--- src/rtl/cr_fifo_pkg.sv ---
// Shared types and helpers for the parametrised register-FIFO wrapper family.
package cr_fifo_pkg;

    typedef enum logic {
        CR_FIFO_SHOWAHEAD = 1'b0,
        CR_FIFO_REGRD     = 1'b1
    } cr_fifo_rd_mode_e;

    // Width needed to hold an occupancy count of 0..depth inclusive.
    function automatic int cr_fifo_cw(input int depth);
        return $clog2(depth + 1);
    endfunction

endpackage

--- src/rtl/cr_fifo_ptr_core.sv ---
// Register-array FIFO core: storage, wrapping pointers, occupancy count and full/empty.
module cr_fifo_ptr_core
    import cr_fifo_pkg::*;
#(
    parameter int DW    = 106,
    parameter int DEPTH = 16,
    parameter int CW    = cr_fifo_cw(DEPTH)
) (
    input  logic          clk,
    input  logic          rst,
    input  logic          i_clear,
    input  logic          i_wen,
    input  logic          i_ren,
    input  logic [DW-1:0] i_wdata,
    output logic [DW-1:0] o_head,
    output logic          o_wacc,
    output logic          o_racc,
    output logic [CW-1:0] o_count,
    output logic [CW-1:0] o_count_nxt,
    output logic          o_full,
    output logic          o_empty
);

    localparam int PW = (DEPTH > 1) ? $clog2(DEPTH) : 1;

    logic [DW-1:0] r_mem [DEPTH];
    logic [PW-1:0] r_wptr;
    logic [PW-1:0] r_rptr;
    logic [CW-1:0] r_count;
    logic          w_full;
    logic          w_empty;
    logic          w_wacc;
    logic          w_racc;
    logic [CW-1:0] w_count_nxt;

    // Pointers wrap explicitly so DEPTH need not be a power of two.
    function automatic logic [PW-1:0] ptr_inc(input logic [PW-1:0] p);
        return (p == PW'(DEPTH - 1)) ? '0 : p + PW'(1);
    endfunction

    assign w_full      = (r_count == CW'(DEPTH));
    assign w_empty     = (r_count == '0);
    assign w_racc      = i_ren & ~w_empty & ~i_clear;
    assign w_wacc      = i_wen & (~w_full | w_racc) & ~i_clear;
    assign w_count_nxt = i_clear ? '0 : (r_count + CW'(w_wacc) - CW'(w_racc));

    always_ff @(posedge clk or posedge rst) begin
        if (rst) begin
            r_wptr  <= '0;
            r_rptr  <= '0;
            r_count <= '0;
        end else if (i_clear) begin
            r_wptr  <= '0;
            r_rptr  <= '0;
            r_count <= '0;
        end else begin
            if (w_wacc) r_wptr <= ptr_inc(r_wptr);
            if (w_racc) r_rptr <= ptr_inc(r_rptr);
            r_count <= w_count_nxt;
        end
    end

    // Storage is deliberately left out of reset.
    always_ff @(posedge clk) begin
        if (w_wacc) r_mem[r_wptr] <= i_wdata;
    end

    assign o_head      = r_mem[r_rptr];
    assign o_wacc      = w_wacc;
    assign o_racc      = w_racc;
    assign o_count     = r_count;
    assign o_count_nxt = w_count_nxt;
    assign o_full      = w_full;
    assign o_empty     = w_empty;

endmodule

--- src/rtl/cr_fifo_wrap_param.sv ---
// Parametrised FIFO wrapper: threshold flags, show-ahead or registered read, sticky errors,
// synchronous flush, BIMC pass-through and a tied-off ECC error.
module cr_fifo_wrap_param
    import cr_fifo_pkg::*;
#(
    parameter int DW        = 106,
    parameter int DEPTH     = 16,
    parameter int AFULL_TH  = 15,
    parameter int AEMPTY_TH = 1,
    parameter int RD_MODE   = 0,
    localparam int CW       = cr_fifo_cw(DEPTH)
) (
    input  logic          clk,
    input  logic          rst,
    input  logic [DW-1:0] wdata,
    input  logic          wen,
    input  logic          ren,
    input  logic          clear,
    output logic [DW-1:0] rdata,
    output logic          rvalid,
    output logic          full,
    output logic          empty,
    output logic          afull,
    output logic          aempty,
    output logic [CW-1:0] used_slots,
    output logic [CW-1:0] free_slots,
    output logic          overflow_err,
    output logic          underflow_err,
    input  logic          bimc_idat,
    input  logic          bimc_isync,
    input  logic          bimc_rst_n,
    output logic          bimc_odat,
    output logic          bimc_osync,
    output logic          ro_uncorrectable_ecc_error
);

    if (DEPTH < 2) begin : g_chk_depth
        $error("cr_fifo_wrap_param: DEPTH must be at least 2");
    end
    if (AFULL_TH < 1 || AFULL_TH > DEPTH) begin : g_chk_afull
        $error("cr_fifo_wrap_param: AFULL_TH must be in 1..DEPTH");
    end
    if (AEMPTY_TH < 0 || AEMPTY_TH >= DEPTH) begin : g_chk_aempty
        $error("cr_fifo_wrap_param: AEMPTY_TH must be in 0..DEPTH-1");
    end

    logic [DW-1:0] w_head;
    logic          w_wacc;
    logic          w_racc;
    logic          w_full;
    logic          w_empty;
    logic [CW-1:0] w_count;
    logic [CW-1:0] w_count_nxt;
    logic          r_afull;
    logic          r_aempty;
    logic          r_ovf;
    logic          r_unf;
    logic          w_unused;

    cr_fifo_ptr_core #(
        .DW    (DW),
        .DEPTH (DEPTH),
        .CW    (CW)
    ) u_core (
        .clk         (clk),
        .rst         (rst),
        .i_clear     (clear),
        .i_wen       (wen),
        .i_ren       (ren),
        .i_wdata     (wdata),
        .o_head      (w_head),
        .o_wacc      (w_wacc),
        .o_racc      (w_racc),
        .o_count     (w_count),
        .o_count_nxt (w_count_nxt),
        .o_full      (w_full),
        .o_empty     (w_empty)
    );

    // Flags are computed from the next count so they move in the same cycle as the count.
    always_ff @(posedge clk or posedge rst) begin
        if (rst) begin
            r_afull  <= 1'b0;
            r_aempty <= 1'b1;
            r_ovf    <= 1'b0;
            r_unf    <= 1'b0;
        end else if (clear) begin
            r_afull  <= 1'b0;
            r_aempty <= 1'b1;
            r_ovf    <= 1'b0;
            r_unf    <= 1'b0;
        end else begin
            r_afull  <= (w_count_nxt >= CW'(AFULL_TH));
            r_aempty <= (w_count_nxt <= CW'(AEMPTY_TH));
            if (wen & ~w_wacc) r_ovf <= 1'b1;
            if (ren & w_empty) r_unf <= 1'b1;
        end
    end

    if (RD_MODE == int'(CR_FIFO_REGRD)) begin : g_regrd
        logic [DW-1:0] r_rdata;
        logic          r_rvalid;

        // rdata keeps its last value; only rvalid marks a fresh read.
        always_ff @(posedge clk or posedge rst) begin
            if (rst) begin
                r_rdata  <= '0;
                r_rvalid <= 1'b0;
            end else begin
                r_rvalid <= w_racc;
                if (w_racc) r_rdata <= w_head;
            end
        end

        assign rdata  = r_rdata;
        assign rvalid = r_rvalid;
    end else begin : g_showahead
        assign rdata  = w_head;
        assign rvalid = ~w_empty;
    end

    assign full          = w_full;
    assign empty         = w_empty;
    assign afull         = r_afull;
    assign aempty        = r_aempty;
    assign used_slots    = w_count;
    assign free_slots    = CW'(DEPTH) - w_count;
    assign overflow_err  = r_ovf;
    assign underflow_err = r_unf;

    // No memory macro behind this wrapper, so the BIMC chain is a wire and ECC never fires.
    assign bimc_odat                  = bimc_idat;
    assign bimc_osync                 = bimc_isync;
    assign ro_uncorrectable_ecc_error = 1'b0;
    assign w_unused                   = bimc_rst_n ^ w_racc;

endmodule

--- config.mk ---
export PLATFORM = sky130hd
export DESIGN_NAME = cr_fifo_wrap_param
export DESIGN_NICKNAME = d
export VERILOG_FILES = /design/src/rtl/cr_fifo_pkg.sv /design/src/rtl/cr_fifo_ptr_core.sv /design/src/rtl/cr_fifo_wrap_param.sv
export SDC_FILE = /design/constraint.sdc
export NUM_CORES = 2
export LEC_CHECK = 0
export CAP_MARGIN = 40
export CORE_MARGIN = 2
export CORE_UTILIZATION = 55
export CTS_BUF_LIST = sky130_fd_sc_hd__clkbuf_8 sky130_fd_sc_hd__clkbuf_16
export CTS_CLUSTER_DIAMETER = 60
export DETAILED_ROUTE_END_ITERATION = 10
export MAX_ROUTING_LAYER = met4
export PLACE_DENSITY = 0.85
export SLEW_MARGIN = 20
export SYNTH_ARGS = -nofsm -noshare
export SYNTH_HDL_FRONTEND = slang
export SYNTH_SLANG_ARGS = --single-unit
--- constraint.sdc ---
create_clock -name clk -period 8.85 [get_ports clk]
set_input_delay 0.885 -clock clk [delete_from_list [all_inputs] [get_ports clk]]
set_output_delay 0.885 -clock clk [all_outputs]
set_load 0.01 [all_outputs]
# Word level (Yosys, flattened, before mapping)
# Memory sizes are Yosys's and may differ from the RTL's.
# Cells that the tools add are included.
# totals
register_bits	17
mem_bits_rw	1696
in_bits	114
output_inout_bits	126
word_cells	50
n_memories	1
# memory_table
memory	words	width	read_ports	rd_clocked_by_memory_dff	write_ports	line	source
u_core.r_mem	16	106	1	0	1	cr_fifo_ptr_core.sv:26	logic [DW-1:0] r_mem [DEPTH];
# classes
n_addsub	5
magnitude_cmp	2
eq_ne	3
muxes	16
bitwise	11
reduce_logical	5
# op_table
op	n
4-bit 2-to-1 mux	6
5-bit 2-to-1 mux	2
4-bit by 1-bit adder with 4-bit output, second input constant	2
4-bit equality test, second input constant	2
1-bit 2-to-1 mux	8
2-bit nonzero test	4
1-bit bitwise AND	6
5-bit by 1-bit adder with 5-bit output	1
5-bit equality test, second input constant	1
5-bit by 4-bit greater-or-equal comparator with 1-bit output, second input constant	1
5-bit by 1-bit <= comparator with 1-bit output, second input constant	1
5-bit zero test	1
5-bit by 1-bit subtractor with 5-bit output	1
5-bit subtractor, first input constant	1
1-bit NOT	4
1-bit OR	1

# Longest topological paths before layout
# depth
ltp_word	12
ltp_mapped	17

# Modules after synthesis
# Synthesis repeated with hierarchy kept, for this count alone.
# unflattened
cells_unflattened	3182
area_unflattened_um2	65634.2
# modules_own_cells
module	instances	cells_each	area_per_inst_um2	seq_area_each_um2
cr_fifo_ptr_core	1	3155	65380.2	51254.2
cr_fifo_wrap_param	1	27	254.0	101.3

# Least setup slack after synthesis
# OpenSTA, ideal clock, no wires.
# synth_path
path_kind	register -> register
startpoint	reg u_core.r_count[1], in the netlist u_core.o_count[1]
endpoint	mem u_core.r_mem[3][0], enable pin
setup_ns	0.701
arrival_ns	9.155
required_time_ns	8.149
path_slack_ns	-1.006
stages_incl_launch_ff	10
path_buffers	1
synth_period_minus_slack_ns	9.856
path_cell_list	dfrtp_1 > inv_1 > ha_1 > and2_1 > ha_1 > nand2b_1 > clkbuf_1 > a211oi_2 > nand2_1 > nor3_1
# synth_between
elab_chain_cells	9
word_cells_on_any_way	11
cone_classes	1 x eq/ne; 2 x mux; 7 x bitwise; 1 x reduce/logical
# synth_rtl
element	line	source
start: declaration	cr_fifo_ptr_core.sv:29	logic [CW-1:0] r_count;
start signal: assignment	cr_fifo_ptr_core.sv:59	r_count <= w_count_nxt;
5-bit zero test	cr_fifo_ptr_core.sv:42	assign w_empty = (r_count == '0);
net empty	cr_fifo_wrap_param.sv:22	output logic empty,
1-bit NOT	cr_fifo_ptr_core.sv:43	assign w_racc = i_ren & ~w_empty & ~i_clear;
1-bit bitwise AND (2 in a row)	cr_fifo_ptr_core.sv:43	
1-bit OR	cr_fifo_ptr_core.sv:44	assign w_wacc = i_wen & (~w_full | w_racc) & ~i_clear;
1-bit bitwise AND (2 in a row)	cr_fifo_ptr_core.sv:44	
1-bit 2-to-1 mux	cr_fifo_ptr_core.sv:65	if (w_wacc) r_mem[r_wptr] <= i_wdata;
1-bit 2-to-1 mux (implied by the code)	cr_fifo_ptr_core.sv:65	
end: declaration	cr_fifo_ptr_core.sv:26	
# The timed path passes the listed nets, and every way through them passes these cells.

# Final worst setup path
# layout_path
startpoint	reg u_core.r_rptr[1]
endpoint	out rdata[83]
# layout_between
elab_chain_cells	1
# layout_rtl
element	line	source
start: declaration	cr_fifo_ptr_core.sv:28	logic [PW-1:0] r_rptr;
start signal: assignment	cr_fifo_ptr_core.sv:58	if (w_racc) r_rptr <= ptr_inc(r_rptr);
memory 16 x 106 bit	--	
end: declaration	cr_fifo_wrap_param.sv:19	output logic [DW-1:0] rdata,
# No other way between the ends.

==> results by group <==
Floorplanning
  • Initial Utilization: 0.555
  • # rows: 125
  • Chip height: 347 um
  • Die area: 0.120 mm2
  • # IOs: 240
  • Die W: 347 um
  • Core Area: 0.116 mm2

Place
  • GP Congestion: 0.722
  • Port Buf Inserts: 233
  • Cell Area, Placed: 0.0691 mm2
  • Placed insts: 4404
  • DP Wirelength: 74.0 mm

Clocking
  • H-tree depth: 4
  • CTS tree: done
  • Clock latency on the worst-skew pair: 0.77 ns
  • Clock Pin Slew Worst Setup and Hold Paths: 0.06 ns
  • Total setup buffers inserted after CTS: 0
  • CTS buffer count: 168
  • Root buffer cell: clkbuf_16
  • Clock sinks: 1713
  • CTS Hold Buffers Added: 0
  • Post-CTS sizing: 0
  • Clk buf depth: 3

Timing
  • Max Freq: 0.188 GHz
  • Fin crit share: 0.602
  • Hold slack: 0.490 ns
  • Min Tclk post-route: 5.33 ns
  • Final Setup Violations: 0
  • Clock Skews: 0.0303 ns
  • RSZ-0062 raised after global routing: false
  • Setup Total Neg Slack: 0 ns
  • Slew @ Worst Pin: 0.906 ns
  • Worst rel slew slack: 0.396
  • Final Hold Viols: 0
  • Max-slew violation count: 0

Yosys
  • Distinct cell type count after synthesis: 37
  • Cell Area, Synth: 0.0645 mm2
  • Post-synthesis sequential area ratio: 0.796
  • Post-synthesis sequential element count: 1713
  • Area leader, netlist: edfxtp_1
  • Synth top area share: 0.789
  • Yosys warns: 0
  • Mean Syn Cell Area: 23.7 um2
  • Synth area leaders: edfxtp_1 79%, mux4_2 15%, a22oi_1 2.1%
  • Post-synthesis net count: 2858
  • Cells after synthesis: 2728

Run
  • Max-cap violations: 0

Detailed routing
  • WL/cell: 32.0 um
  • DRT Pass-1 Iters: 6
  • Final WL: 152 mm
  • Number of vias per cell: 6.50
  • Starting DRC count in detailed routing: 3964
  • Via Count: 30852
  • DRC viols: 0
  • ANT nets after route: 0

Worst setup path
  • FF-to-FF path depth: 10
  • CP cell instances: buf_4 -> buf_4 -> mux4_2 -> a22oi_1 -> nand2_1 -> clkdlybuf4s50_1
  • CP required: 7.97 ns
  • Slowest stage cell, crit path: dfrtp_4
  • CP Class: flop to output port
  • Crit path max fanout: 56
  • Worst EP arrival: 4.44 ns
  • CP startpoint kind: flop
  • Most frequent CP cell: buf_4
  • Top Family by Delay on Critical Path: buffers and inverters
  • Reg-to-reg critical path startpoint: u_core.o_count[1]
  • Crit end category: output port
  • Flop2flop setup slack: 4.19 ns
  • Reg2reg end: u_core.r_mem[11][39]
  • Worst path max stage delay: 0.90 ns
  • Buf+Inv Stages, Crit Path: 3

Power and ir drop
  • VDD IR max: 209 uV
  • Pwr dens: 256 mW/mm2
  • Leak: 0.0233 uW

GRT
  • Grt met3 use: 0.0552
  • Pin count of the biggest net entering global routing: 124
  • Initial antenna violation count: 29
  • Met1 Track Usage GR: 0.320
  • Met2 usage: 0.444
  • Vias in the first global route: 32393
  • Overall routing resource usage: 0.264
  • Total grt overflow: 0
  • Busiest grt layer: met2
  • First-pass GRT wire length: 220 mm

Worst hold path
  • Hold depth: 2
  • Worst Hold Path EP: underflow_err
  • Worst min path class: flop to flop
  • Hold_sp: underflow_err

Outcome
  • Outcome: finished, final reports clean

Cells and area
  • Most frequent cells in the layout: 1696 x edfxtp_1, 424 x mux4_2, 233 x clkdlybuf4s50_1
  • Fin nets: 3185
  • Post-layout instance count excluding filler cells: 4750
  • Area grow syn2layout: 15.9%
  • Layout cells sized above 1: 0.248
  • Most common cell after layout, fill and taps aside: edfxtp_1
  • Fin area: 0.0748 mm2
  • Layout Utilization: 0.644
[registers in the layout, indices dropped and copies added (netlist names)]
signal,cells
aempty,1
u_core.o_count,5
afull,1
u_core.r_mem,1696
u_core.r_wptr,4
u_core.r_rptr,4
underflow_err,1
overflow_err,1
[cells in the mapped netlist]
master and n:
a211oi_1 1, a211oi_2 1, a21oi_1 10, a22oi_1 182, a22oi_2 30, a311oi_1 1, a31oi_1 1, a41o_1 1
and2_1 2, and3_1 1, buf_1 10, buf_2 71, buf_4 6, buf_6 6, clkbuf_1 58, clkbuf_2 1
conb_1 1, dfrtp_1 16, dfstp_2 1, edfxtp_1 1696, fa_1 1, ha_1 15, inv_1 18, mux2i_1 1
mux4_2 424, nand2_1 116, nand2b_1 4, nand4_1 1, nor2_1 26, nor2b_1 6, nor3_1 4, o21ai_0 2
o21bai_1 2, o22ai_1 1, or3b_2 2, xnor2_1 7, xor2_1 2
[power breakdown]
part	internal, uW	leakage, uW	switching [uW]
clock network	4020	0.00281	3020
logic	1520	0.00495	1440
registers	9060	0.0155	77.0
total	14600	0.0233	4540
[kinds of logic (layout without fill, tap and decap cells)]
| group | count (synthesis) | count (layout) | synth area share |
|---|---|---|---|
| xor+xnor | 9 | 9 | 0.00122 |
| other cells | 1 | 34 | 0.0000581 |
| simple gates | 162 | 162 | 0.0102 |
| buf+inv | 170 | 635 | 0.0123 |
| compound gates | 232 | 232 | 0.0289 |
| mux | 425 | 425 | 0.148 |
| flops | 1713 | 1713 | 0.796 |
| fa+ha+maj | 16 | 16 | 0.00322 |
[layer usage]
| metal | vias up | share of wire |
|---|---|---|
| met1 | 16343 | 0.36 |
| met3 | 295 | 0.085 |
| met5 | - | 0 |
| met2 | 1829 | 0.52 |
| li1 | 12385 | - |
| met4 | 0 | 0.027 |
[worst max path at each step]
stage | start | end | depth (start not counted)
after floorplan | u_core.o_count[1] | u_core.r_mem[15][0] | 9
after global placement | clear | u_core.r_mem[11][42] | 6
after detailed placement | clear | u_core.r_mem[11][41] | 6
after CTS | u_core.r_rptr[1] | rdata[83] | 6
after global routing | u_core.r_rptr[1] | rdata[83] | 6
final | u_core.r_rptr[1] | rdata[83] | 6
[layout make-up]
type | instances | area (um2)
Sequential cell | 1713 | 51400
Fill cell | 7146 | 41400
Multi-Input combinational cell | 845 | 12500
Clock buffer | 173 | 4330
Timing Repair Buffer | 309 | 3390
Tap cell | 1524 | 1910
Clock inverter | 135 | 1130
Antenna cell | 33 | 82.6
Inverter | 18 | 67.6
[worst register-to-register path: cells and delay by family (launching register included)]
family,cells,cell delay (ns)
adder cells (fa/ha/maj),2,0.51
AND/OR/NAND/NOR,4,1.52
buffers and inverters,3,1.35
flip-flops,1,0.42
AO/OA/AOI/OAI,1,0.45
[stage by stage]
step	power [uW]	setup slack, ns
2_1_floorplan	11200	1.84
3_3_place_gp	12200	3.92
3_5_place_dp	12200	3.89
4_1_cts	19300	3.44
5_1_grt	19700	3.32
6_report	19100	3.52
Note: power is estimated with default switching activity, not from simulation.
